### src/rtl/postfix_evaluator.sv
// postfix_evaluator: evaluates a stream of postfix tokens (single-digit
// operands, + - * /, 0x00 terminator) on a 16-bit operand stack. Add, subtract
// and multiply take one execute cycle. Divide runs a 16-cycle restoring
// divider. Any stack underflow or overflow, illegal token, divide by zero or
// malformed terminator latches the block in ERROR until Rst.
// DEPTH must be a power of two and at least 2.
module postfix_evaluator #(
  parameter int DEPTH = 16
) (
  input  logic        Sysclk,
  input  logic        Rst,
  input  logic [7:0]  Token,
  input  logic        Tok_Valid,
  output logic        Tok_Ready,
  output logic [15:0] Result,
  output logic        Finish,
  output logic        Fault
);

  localparam int SPW = $clog2(DEPTH + 1);
  localparam int IW  = $clog2(DEPTH);

  typedef enum logic [2:0] {
    FETCH = 3'd0,
    EXEC  = 3'd1,
    DIV   = 3'd2,
    DONE  = 3'd3,
    ERROR = 3'd4
  } state_t;

  typedef enum logic [1:0] {
    OP_ADD = 2'd0,
    OP_SUB = 2'd1,
    OP_MUL = 2'd2,
    OP_DIV = 2'd3
  } op_t;

  state_t          state_r;
  state_t          state_n_s;
  op_t             op_r;
  op_t             tok_op_s;
  logic [SPW-1:0]  sp_r;
  logic [15:0]     stack_r [0:DEPTH-1];

  // Divider state: dividend shifts out of quo_r while quotient bits shift in.
  logic [15:0]     rem_r;
  logic [15:0]     quo_r;
  logic [15:0]     dvsr_r;
  logic [3:0]      cnt_r;

  logic            ready_r;
  logic [15:0]     result_r;
  logic            finish_r;
  logic            fault_r;

  logic            accept_s;
  logic            is_num_s;
  logic            is_op_s;
  logic            is_end_s;
  logic [15:0]     tok_val_s;
  logic [IW-1:0]   idx_push_s;
  logic [IW-1:0]   idx_m1_s;
  logic [IW-1:0]   idx_m2_s;
  logic [15:0]     a_s;
  logic [15:0]     b_s;
  logic [15:0]     alu_s;
  logic [16:0]     rem_sh_s;
  logic [16:0]     trial_s;
  logic [15:0]     rem_nx_s;
  logic [15:0]     quo_nx_s;

  logic            do_push_s;
  logic            do_latch_op_s;
  logic            do_alu_s;
  logic            do_div_start_s;
  logic            do_div_step_s;
  logic            do_div_end_s;
  logic            do_done_s;

  assign Tok_Ready = ready_r;
  assign Result    = result_r;
  assign Finish    = finish_r;
  assign Fault     = fault_r;

  // Token decode, operand fetch, ALU and one restoring-divider step.
  always_comb begin
    accept_s   = (state_r == FETCH) && Tok_Valid;
    is_num_s   = (Token >= 8'h30) && (Token <= 8'h39);
    is_end_s   = (Token == 8'h00);
    is_op_s    = 1'b1;
    tok_op_s   = OP_ADD;
    case (Token)
      8'h2B:   tok_op_s = OP_ADD;
      8'h2D:   tok_op_s = OP_SUB;
      8'h2A:   tok_op_s = OP_MUL;
      8'h2F:   tok_op_s = OP_DIV;
      default: is_op_s  = 1'b0;
    endcase
    // Digits 0x30..0x39 carry their value in the low nibble.
    tok_val_s  = {12'h000, Token[3:0]};
    idx_push_s = IW'(sp_r);
    idx_m1_s   = IW'(sp_r - SPW'(1));
    idx_m2_s   = IW'(sp_r - SPW'(2));
    a_s        = stack_r[idx_m2_s];
    b_s        = stack_r[idx_m1_s];
    case (op_r)
      OP_ADD:  alu_s = a_s + b_s;
      OP_SUB:  alu_s = a_s - b_s;
      OP_MUL:  alu_s = a_s * b_s;
      default: alu_s = 16'h0000;
    endcase
    rem_sh_s = {rem_r, quo_r[15]};
    trial_s  = rem_sh_s - {1'b0, dvsr_r};
    if (trial_s[16] == 1'b0) begin
      rem_nx_s = trial_s[15:0];
      quo_nx_s = {quo_r[14:0], 1'b1};
    end else begin
      rem_nx_s = rem_sh_s[15:0];
      quo_nx_s = {quo_r[14:0], 1'b0};
    end
  end

  // Next-state and datapath action decode.
  always_comb begin
    state_n_s      = state_r;
    do_push_s      = 1'b0;
    do_latch_op_s  = 1'b0;
    do_alu_s       = 1'b0;
    do_div_start_s = 1'b0;
    do_div_step_s  = 1'b0;
    do_div_end_s   = 1'b0;
    do_done_s      = 1'b0;
    case (state_r)
      FETCH: begin
        if (accept_s) begin
          if (is_num_s) begin
            if (sp_r < SPW'(DEPTH)) begin
              do_push_s = 1'b1;
              state_n_s = FETCH;
            end else begin
              state_n_s = ERROR;
            end
          end else if (is_op_s) begin
            if (sp_r >= SPW'(2)) begin
              do_latch_op_s = 1'b1;
              state_n_s     = EXEC;
            end else begin
              state_n_s = ERROR;
            end
          end else if (is_end_s) begin
            if (sp_r == SPW'(1)) begin
              do_done_s = 1'b1;
              state_n_s = DONE;
            end else begin
              state_n_s = ERROR;
            end
          end else begin
            state_n_s = ERROR;
          end
        end else begin
          state_n_s = FETCH;
        end
      end
      EXEC: begin
        if (op_r == OP_DIV) begin
          if (b_s == 16'h0000) begin
            state_n_s = ERROR;
          end else begin
            do_div_start_s = 1'b1;
            state_n_s      = DIV;
          end
        end else begin
          do_alu_s  = 1'b1;
          state_n_s = FETCH;
        end
      end
      DIV: begin
        do_div_step_s = 1'b1;
        if (cnt_r == 4'd15) begin
          do_div_end_s = 1'b1;
          state_n_s    = FETCH;
        end else begin
          state_n_s = DIV;
        end
      end
      DONE:    state_n_s = DONE;
      ERROR:   state_n_s = ERROR;
      default: state_n_s = ERROR;
    endcase
  end

  // State register.
  always_ff @(posedge Sysclk) begin
    if (Rst) begin
      state_r <= FETCH;
    end else begin
      state_r <= state_n_s;
    end
  end

  // Stack pointer, operator latch, divider and registered outputs.
  always_ff @(posedge Sysclk) begin
    if (Rst) begin
      sp_r     <= '0;
      op_r     <= OP_ADD;
      rem_r    <= 16'h0000;
      quo_r    <= 16'h0000;
      dvsr_r   <= 16'h0000;
      cnt_r    <= 4'd0;
      ready_r  <= 1'b1;
      result_r <= 16'h0000;
      finish_r <= 1'b0;
      fault_r  <= 1'b0;
    end else begin
      if (do_push_s) begin
        sp_r <= sp_r + SPW'(1);
      end else if (do_alu_s || do_div_end_s) begin
        sp_r <= sp_r - SPW'(1);
      end
      if (do_latch_op_s) begin
        op_r <= tok_op_s;
      end
      if (do_div_start_s) begin
        quo_r  <= a_s;
        dvsr_r <= b_s;
        rem_r  <= 16'h0000;
        cnt_r  <= 4'd0;
      end else if (do_div_step_s) begin
        quo_r <= quo_nx_s;
        rem_r <= rem_nx_s;
        cnt_r <= cnt_r + 4'd1;
      end
      if (do_done_s) begin
        result_r <= stack_r[0];
      end
      ready_r  <= (state_n_s == FETCH);
      finish_r <= (state_n_s == DONE);
      fault_r  <= (state_n_s == ERROR);
    end
  end

  // Operand stack writes; contents are never cleared since entries at or
  // above sp are never read.
  always_ff @(posedge Sysclk) begin
    if (!Rst) begin
      if (do_push_s) begin
        stack_r[idx_push_s] <= tok_val_s;
      end else if (do_alu_s) begin
        stack_r[idx_m2_s] <= alu_s;
      end else if (do_div_end_s) begin
        stack_r[idx_m2_s] <= quo_nx_s;
      end
    end
  end

endmodule

### config.mk
export PLATFORM = sky130hd
export DESIGN_NAME = postfix_evaluator
export DESIGN_NICKNAME = d
export VERILOG_FILES = /design/src/rtl/postfix_evaluator.sv
export SDC_FILE = /design/constraint.sdc
export NUM_CORES = 1
export LEC_CHECK = 0
export ABC_AREA = 1
export BUFFER_PORTS_ARGS = -buffer_cell sky130_fd_sc_hd__buf_2
export CAP_MARGIN = 20
export CORE_MARGIN = 2
export CORE_UTILIZATION = 62
export DETAILED_ROUTE_END_ITERATION = 7
export PLACE_DENSITY = 0.78
export SYNTH_ARGS = -nofsm -noshare
export SYNTH_HDL_FRONTEND = slang
export SYNTH_SLANG_ARGS = --single-unit
### constraint.sdc
create_clock -name Sysclk -period 15.3 [get_ports Sysclk]
set_clock_uncertainty 0.15 [all_clocks]
set_input_delay 3.06 -clock Sysclk [delete_from_list [all_inputs] [get_ports Sysclk]]
set_output_delay 3.06 -clock Sysclk [all_outputs]
set_load 0.05 [all_outputs]
; ---- After elaboration in Yosys (flattened, before gate mapping)
; Memory sizes are Yosys's and may differ from the RTL's. A register that Yosys moved wholly into a read port is not among the register bits.
; Index checks and enable logic that the tools add are counted.
[word_totals]
regBits = 65
mem_bits_rw = 256
inputBits = 11
elab_cells = 110
memories = 1
[mem_list]
columns = name, depth, word_bits, read_ports, rd_ports_with_merged_regs, wr, line_no
row1 = stack_r, 16, 16, 3, 1, 1, 43  ; logic [15:0] stack_r [0:DEPTH-1];
[op_classes]
add_sub_neg = 7
mul = 1
magnitude_cmp = 4
eq_ne = 14
n_mux = 59
bitwise = 1
reduce_logical = 13
[ops]
columns = op, n
row1 = $mux 16, 5
row2 = $pmux 16 s3, 1
row3 = $mux 1, 38
row4 = $eq 8x6->1 const B, 4
row5 = $mux 3, 9
row6 = $sub 17x16->17, 1
row7 = $add 16x16->16, 1
row8 = $logic_not 16->1, 1
row9 = $mul 16x16->16, 1
row10 = $reduce_or 16->1, 1
row11 = $sub 16x16->16, 1
row12 = $pmux 3 s4, 1
row13 = $mux 5, 2
row14 = $eq 3x2->1 const B, 3
row15 = $ge 8x6->1 const B, 1
row16 = $le 8x6->1 const B, 1
row17 = $logic_not 8->1, 1
row18 = $logic_not 3->1, 2
row19 = $pmux 2 s3, 1
row20 = $add 5x1->5 const B, 1
row21 = $eq 5x1->1 const B, 1
row22 = $ge 5x2->1 const B, 1
row23 = $lt 5x5->1 const B, 1
row24 = $sub 5x1->5 const B, 1
row25 = other kinds (16), 19

; ---- Longest topological paths before layout
; Gate-level depths: netlist of the first run.
[logic_depth]
ltp_word = 11
depth_mapped = 43
ltp_nobuf = 38

; ---- Worst setup path before layout of the first run
; Ideal clock, no wire load.
[synth_path]
path_type = reg2reg
from = register sp_r[0]
to = memory stack_r[0][13], data pin
setup_ps = 340
t_arrival_ps = 7429
t_required_ps = 14810
slack_ps = 7381
stages_incl_launch_ff = 38
path_buffers = 6
synth_period_minus_slack_ps = 7919
path_cell_list = dfxtp_1 -> inv_2 -> buf_2 -> buf_2 -> buf_2 -> ha_1 -> inv_1 -> buf_2 -> buf_1 -> nor2_1 -> o21ai_1 -> nand3_1 -> nand3_1 -> nand2_2 -> inv_1 -> clkbuf_1 -> nor2_1 -> fa_1 -> (+2 left out) -> inv_1 -> ha_1 -> fa_1 -> fa_1 -> inv_1 -> fa_1 -> inv_1 -> ha_1 -> nand2_1 -> nor3_1 -> a21oi_1 -> nor2_1 -> o21ai_0 -> nand2_1 -> o21ai_0 -> a21oi_1 -> nor3_1 -> a211oi_1
[synth_via]
elab_chain_cells = 11
word_cells_on_any_way = 22
cone_classes = add/sub: 4 / mul: 1 / order compare: 1 / mux: 13 / bitwise: 1 / reduce/logical: 1 / memory: 1
[synth_rtl]
columns = item, line_no
row1 = "start, declared", 42  ; logic [SPW-1:0] sp_r;
row2 = "start signal, assigned", 216  ; sp_r <= sp_r + SPW'(1);
row3 = "start signal, assigned", 218  ; sp_r <= sp_r - SPW'(1);
row4 = branches (longest 10 deep; another with $mem_v2 16x16), --
row5 = $mux 16 (no source line) (*), --
row6 = "end, declared", 43
; Every way passes the cells marked *.

; ---- Worst setup path in the final report of the first run
[layout_path]
from = register sp_r[0]
to = memory stack_r[1][14], data pin
; The elaborated chain is that of the path after synthesis.

==> metrics.md, run 1 <==
| Metric | Value |
|---|---|
| Status | `completed` |
| Grt peak-use layer | `met2` |
| Placed cells | `around 3200` |
| Die H | `194 µm` |
| Avg Vias per Cell | `6.22` |
| CTS resizes | `0` |
| P per Cell Area | `about 90 mW/mm²` |
| Rel. slew slack | `between 20% and 30%` |
| Hold slack | `between 0.3 and 0.4 ns` |
| Crit-path slowest cell | `dfxtp_4` |
| Crit path max fanout | `between 100 and 150` |
| # hold bufs at CTS | `0` |
| Final nets | `slightly below 3000` |
| Grt met3 use | `around 7.2%` |
| # diodes | `0` |
| EDFF count, synth | `~260` |
| Syn Inst Count | `~2800` |
| Max cap viols | `0` |
| Routed Antenna Nets | `0` |
| Clock tree buffer depth | `3` |
| Clock Latency Late Sink | `between 0.5 and 0.6 ns` |
| GRT overflow | `0` |
| CTS Buf Count | `38` |
| Final hold vios | `0` |
| TNS Setup | `0 ns` |
| Die area | `0.0377 mm²` |
| Via count | `approximately 20000` |
| Area after DPL | `between 0.02 and 0.025 mm²` |
| VDD IR max | `around 130 µV` |
| Core Util, Final | `around two thirds` |
| GPL Wtd Cong | `between 0.9 and 1` |
| Initial Utilization | `63.0%` |
| Flops & latches, synth | `approximately 340` |
| Setup bufs post-CTS | `0` |
| 1st-pass router iterations | `6` |
| Vias in the first global route | `between 15000 and 20000` |
| Detailed Route WL | `approximately 68 mm` |
| RSZ-0062 raised after global routing | `false` |
| Clock-pin slew on the worst setup and hold paths | `0.06 ns` |
| First-pass GRT wire length | `104 mm` |
| Row Count | `between 60 and 70` |
| Mapped Area | `between 0.02 and 0.025 mm²` |
| WS Path Type | `register to register` |
| Max Fclk | `around 0.097 GHz` |
| CP Capture Type | `register` |
| GR Util met2 | `between 50% and 60%` |
| Iter 0 DRT Violations | `2777` |
| Ys async rst share | `0%` |
| CTS tree | `done` |
| LEAKAGE | `10.1 nW` |
| Commonest non-fill, non-tap cell in the layout | `nand2_1` |
| Core Area | `about 0.036 mm²` |
| Layout cells sized above 1 | `under 10%` |
| Worst Hold Class | `register to register` |
| CP dominant cell by count | `inv_1` |
| Slew @ Worst Pin | `roughly 1.1 ns` |
| Mean area per synthesized cell | `about 8 µm²` |
| Top Ports | `30` |
| CP bufs+invs | `9` |
| Remaining DRCs | `0` |
| Hpwl dp | `around 44 mm` |
| H-tree lvl count | `2` |
| Synth warnings | `0` |
| Min setup slack post-route | `about 5 ns` |
| Die X-Extent | `a little under 200 µm` |
| CP Launch Type | `register` |
| Ys flop type | `edfxtp_1` |
| Routed length per instance | `approximately 21 µm` |
| Sequential area share after synthesis | `between 40% and 50%` |
| CP required | `approximately 15 ns` |
| Final setup fails | `0` |
| Crit-path max cell delay | `1.01 ns` |
| Minimum clock period | `between 10 and 15 ns` |
| Commonest non-fill, non-tap cells in the layout | `618 x nand2_1, 340 x nand3_1, 328 x inv_1` |
| Crit-path leading delay family | `adder cells` |
| Sink Count | `about 340` |
| Met1 Usage GRT | `approximately 46%` |
| Post-synth cell types | `53` |
| Largest net degree at the start of global routing | `roughly 230` |
| CTS root buf | `clkbuf_16` |
| GRT Util Overall | `35.8%` |
| Area grow syn2layout | `7.17%` |
| Worst slack, placed | `roughly 5.3 ns` |
| Number of port buffers | `29` |
| Post-layout instance area | `about 0.024 mm²` |
| Non-Filler Instances | `between 3000 and 4000` |
| Final worst path period share | `a little under 70%` |
| Post-Syn Nets | `roughly 2900` |
| CP arrival | `between 10 and 15 ns` |
| Final Total Pwr | `~2.1 mW` |
| Antenna violations before repair | `1` |
| Max Slew Vio Count | `0` |
## cells in the mapped netlist (4+ instances only)
| cell | count | area share, % |
|---|---|---|
| nand2_1 | 618 | 10 |
| nand3_1 | 340 | 7.6 |
| inv_1 | 328 | 5.5 |
| edfxtp_1 | 256 | 34 |
| nor2_1 | 233 | 3.9 |
| a21oi_1 | 193 | 4.3 |
| o21ai_0 | 185 | 4.1 |
| ha_1 | 90 | 5.0 |
| fa_1 | 82 | 7.3 |
| dfxtp_1 | 81 | 7.2 |
| buf_2 | 54 | 1.2 |
| clkbuf_1 | 37 | 0.62 |
| o211ai_1 | 35 | 1.2 |
| buf_4 | 30 | 1.0 |
| xor2_1 | 30 | 1.2 |
| a31oi_1 | 29 | 0.81 |
| inv_2 | 18 | 0.30 |
| nor3_1 | 15 | 0.34 |
| o21ai_1 | 15 | 0.34 |
| buf_1 | 11 | 0.18 |
| nand2_2 | 11 | 0.31 |
| nand4_1 | 8 | 0.22 |
| xnor2_1 | 8 | 0.31 |
| a22oi_1 | 5 | 0.17 |
| buf_6 | 5 | 0.25 |
| o22ai_1 | 5 | 0.14 |
| nor3_2 | 4 | 0.18 |
| o21bai_1 | 4 | 0.13 |
## power by group
part	internal [mW]	total, mW	switching (mW)
clock	0.518	0.895	0.377
sequential	0.974	0.976	0.00179
combinational	0.0817	0.243	0.162
total	1.57	2.11	0.540
## layout make-up
type / count / area, µm²
multi-input cells: 1941 / 11100
repair buffers: 69 / 458
flip-flops and latches: 337 / 9310
clock buffers: 50 / 1050
fillers: 2899 / 11600
clock inverters: 18 / 160
well taps: 461 / 577
inverters: 350 / 1320
## final timing paths
path / start / to / slack [ns] / depth (start not counted)
worst max-delay path: sp_r[0]$_SDFFE_PP0P_ / stack_r[1][14]$_DFFE_PP_ / 4.95 / 34
worst min-delay path: dvsr_r[3]$_SDFFE_PP0P_ / dvsr_r[3]$_SDFFE_PP0P_ / 0.32 / 2
worst max register to register: sp_r[0]$_SDFFE_PP0P_ / stack_r[1][14]$_DFFE_PP_ / 4.95 / 34
worst min register to register: dvsr_r[3]$_SDFFE_PP0P_ / dvsr_r[3]$_SDFFE_PP0P_ / 0.32 / 2
## worst register-to-register path: cells and delay by family (launching register included)
family                     cells  cell delay (ns)
DFF                            1             1.01
and+or+nand+nor                7             0.83
AOI/OAI and AO/OA             10             1.69
buffers and inverters          9             2.62
adders and majority gates      8             3.67
## layer usage
layer	routed length (µm)	vias up	share of wire, %
li1	-	9125	-
met1	25000	9335	37
met2	30700	1307	45
met3	8100	303	12
met4	4190	0	6.2
met5	0	-	0
## flip-flops by register name, indices dropped and copies added (netlist names)
name       flops
state_r        3
rem_r         16
cnt_r          4
quo_r         16
op_r           2
Result        16
Finish         1
dvsr_r        16
sp_r           5
Tok_Ready      1
Fault          1
stack_r      256
## kinds of logic after synthesis
kind of cell / after synthesis / share of synthesized area, %
AOI/OAI and AO/OA: 487 / 11.8
xor gates and xnor gates: 42 / 1.86
adders and majority gates: 172 / 12.4
buffers and inverters: 487 / 9.15
DFF: 337 / 41.6
and+or+nand+nor: 1240 / 23.3
(Power assumes the default switching activity.)
==> run 2, diff against run 1 <==
clock period = 10.8 ns   (was 15.3 ns; I/O delays follow)
==> run 2 against run 1 <==
Register-to-register slack worse by 3.6 ns; worst hold slack worse by 0.0083 ns; via count up 0.20%; sequential cell count unchanged; cell count up 0.28%; clock-buffer cell count down 4; combinational power up 45%; critical endpoint is now stack_r[11][14]$_DFFE_PP_; highest routed layer unchanged; critical path depth unchanged; sequential power up 41%.
==> metrics.md, run 2 (synthesis gave the netlist of run 1 again) <==
| Metric | Value |
|---|---|
| Status | `completed` |
| Area grow syn2layout | `8.03%` |
| Routed Antenna Nets | `0 (unchanged)` |
| Row Count | `69 (unchanged)` |
| TNS Setup | `0 ns (unchanged)` |
| Minimum clock period | `9.40 ns (-0.945 ns)` |
| CP required | `10.88 ns (-4.49 ns)` |
| Via count | `20100 (+0.20%)` |
| Final setup fails | `0 (unchanged)` |
| GRT overflow | `0 (unchanged)` |
| Avg Vias per Cell | `6.22 (about the same)` |
| Core Area | `0.0356 mm² (unchanged)` |
| Hold slack | `0.313 ns (-0.00832 ns)` |
| CTS tree | `done` |
| Core Util, Final | `68.0% (+0.54 points)` |
| # hold bufs at CTS | `0 (unchanged)` |
| Non-Filler Instances | `3235 (+0.28%)` |
| Crit-path slowest cell | `ha_4` |
| Remaining DRCs | `0 (unchanged)` |
| LEAKAGE | `10.2 nW (+1.0%)` |
| Largest net degree at the start of global routing | `122 (-48%)` |
| First-pass GRT wire length | `107 mm (+2.3%)` |
| Antenna violations before repair | `0 (-1)` |
| Worst r2r dst | `stack_r[11][14]$_DFFE_PP_` |
| Slew @ Worst Pin | `1.06 ns (-0.0207 ns)` |
| CTS root buf | `clkbuf_16` |
| Initial Utilization | `63.0% (unchanged)` |
| Hold Path End | `dvsr_r[10]$_SDFFE_PP0P_` |
| Layout cells sized above 1 | `7.25% (+0.41 points)` |
| GRT Util Overall | `36.6% (+0.84 points)` |
| Number of flip-flops in the largest register | `256 (unchanged)` |
| Worst slack, placed | `1.38 ns (-3.88 ns)` |
| Vias in the first global route | `19200 (+0.89%)` |
| VDD IR max | `178 µV (+33%)` |
| Worst Reg2Reg Path Length in Cells | `34 (unchanged)` |
| Die area | `0.0377 mm² (unchanged)` |
| Worst Hold Class | `register to register` |
| Die X-Extent | `194 µm (unchanged)` |
| GPL Wtd Cong | `0.990 (+3.8%)` |
| CTS resizes | `0 (unchanged)` |
| Top Ports | `30 (unchanged)` |
| Final worst path period share | `87.1% (+19 points)` |
| Hold Startpoint | `dvsr_r[10]$_SDFFE_PP0P_` |
| Iter 0 DRT Violations | `2746 (-1.1%)` |
| Clock-pin slew on the worst setup and hold paths | `0.06 ns (about the same)` |
| Final nets | `2927 (+0.24%)` |
| Final hold vios | `0 (unchanged)` |
| Min setup slack post-route | `1.40 ns (-3.56 ns)` |
| WS Path Type | `register to register` |
| R2r setup slk | `1.40 ns (-3.56 ns)` |
| Largest Register | `stack_r` |
| P per Cell Area | `129 mW/mm² (+46%)` |
| Crit-path leading delay family | `adder cells` |
| Die H | `194 µm (unchanged)` |
| 1st-pass router iterations | `7 (+1)` |
| Placed cells | `3165 (+0.25%)` |
| Fillers | `2857 (-1.4%)` |
| Rel. slew slack | `29.4% (+1.5 points)` |
| Hold Crit Depth | `2 (unchanged)` |
| Sink Count | `337 (unchanged)` |
| CP arrival | `9.48 ns (-0.93 ns)` |
| CP bufs+invs | `9 (unchanged)` |
| CP Launch Type | `register` |
| Crit-path max cell delay | `0.70 ns (-0.31 ns)` |
| Detailed Route WL | `69.2 mm (+1.8%)` |
| Routed length per instance | `21.4 µm (+1.5%)` |
| Commonest non-fill, non-tap cells in the layout | `618 x nand2_1, 340 x nand3_1, 328 x inv_1` |
| CP dominant cell by count | `inv_1` |
| Worst reg2reg startpoint | `sp_r[1]$_SDFFE_PP0P_` |
| Hpwl dp | `47.0 mm (+5.6%)` |
| Number of port buffers | `29 (unchanged)` |
| Max cap viols | `0 (unchanged)` |
| Max Slew Vio Count | `0 (unchanged)` |
| Commonest non-fill, non-tap cell in the layout | `nand2_1` |
| Max Fclk | `0.106 GHz (+10%)` |
| H-tree lvl count | `2 (unchanged)` |
| Setup bufs post-CTS | `0 (unchanged)` |
| Clock tree buffer depth | `3 (unchanged)` |
| Clock Latency Late Sink | `0.57 ns (-0.02 ns)` |
| CTS Buf Count | `37 (-2.6%)` |
| CP Capture Type | `register` |
| RSZ-0062 raised after global routing | `false` |
| Crit path max fanout | `43 (-60%)` |
-- run 2: cell count changes in the layout (fill, tap and decap cells not counted), sizes merged --
cell / change
diode: +1
clkinv: +2
bufinv: +4
clkinvlp: +1
clkbuf: -5
inv: -3
buf: +9
-- run 2: cell type report --
class	instances	area [µm²]	area share (%)
multi-input combinational	1941	11100	46.0
tap	461	577	2.38
inverter	350	1320	5.45
antenna	1	2.50	0.0103
timing repair buffer	77	522	2.16
sequential	337	9310	38.5
clock buffer	46	1050	4.33
clock inverter	22	293	1.21
-- run 2: report_power, final --
group | internal (mW) | switching [mW]
clock | 0.838 | 0.547
combinational | 0.116 | 0.237
sequential | 1.38 | 0.00160
-- run 2: routing by layer --
layer  track usage (%)  share of wire, %
met1              47.0                37
met4              23.5               6.9
met5                 0                 0
met3              7.46                12
met2              57.0                45
-- run 2: worst register-to-register path, delay by kind of cell, from the launching register on --
family,cells,cell delay (ns)
adders and majority gates,8,3.73
and+or+nand+nor,6,1.07
AOI/OAI and AO/OA,11,1.87
DFF,1,0.32
buffers and inverters,9,1.96
-- run 2: worst max path at each step --
stage	start	end	slack, ns	cells after the start
after floorplan	sp_r[0]$_SDFFE_PP0P_	stack_r[0][13]$_DFFE_PP_	2.88	37
after global placement	sp_r[1]$_SDFFE_PP0P_	stack_r[8][13]$_DFFE_PP_	1.65	32
after detailed placement	sp_r[1]$_SDFFE_PP0P_	stack_r[8][13]$_DFFE_PP_	1.38	32
after CTS	sp_r[1]$_SDFFE_PP0P_	stack_r[4][13]$_DFFE_PP_	1.35	31
after global routing	sp_r[1]$_SDFFE_PP0P_	stack_r[14][14]$_DFFE_PP_	0.95	35
final	sp_r[1]$_SDFFE_PP0P_	stack_r[11][14]$_DFFE_PP_	1.40	34
-- run 2: stage by stage --
step | cell area (µm²) | power, mW
detailed placement | 22800 | 1.75
global placement | 22800 | 1.74
finish | 24200 | 3.12
global route | 24200 | 3.22
CTS | 24200 | 3.12
floorplan | 22400 | 1.66
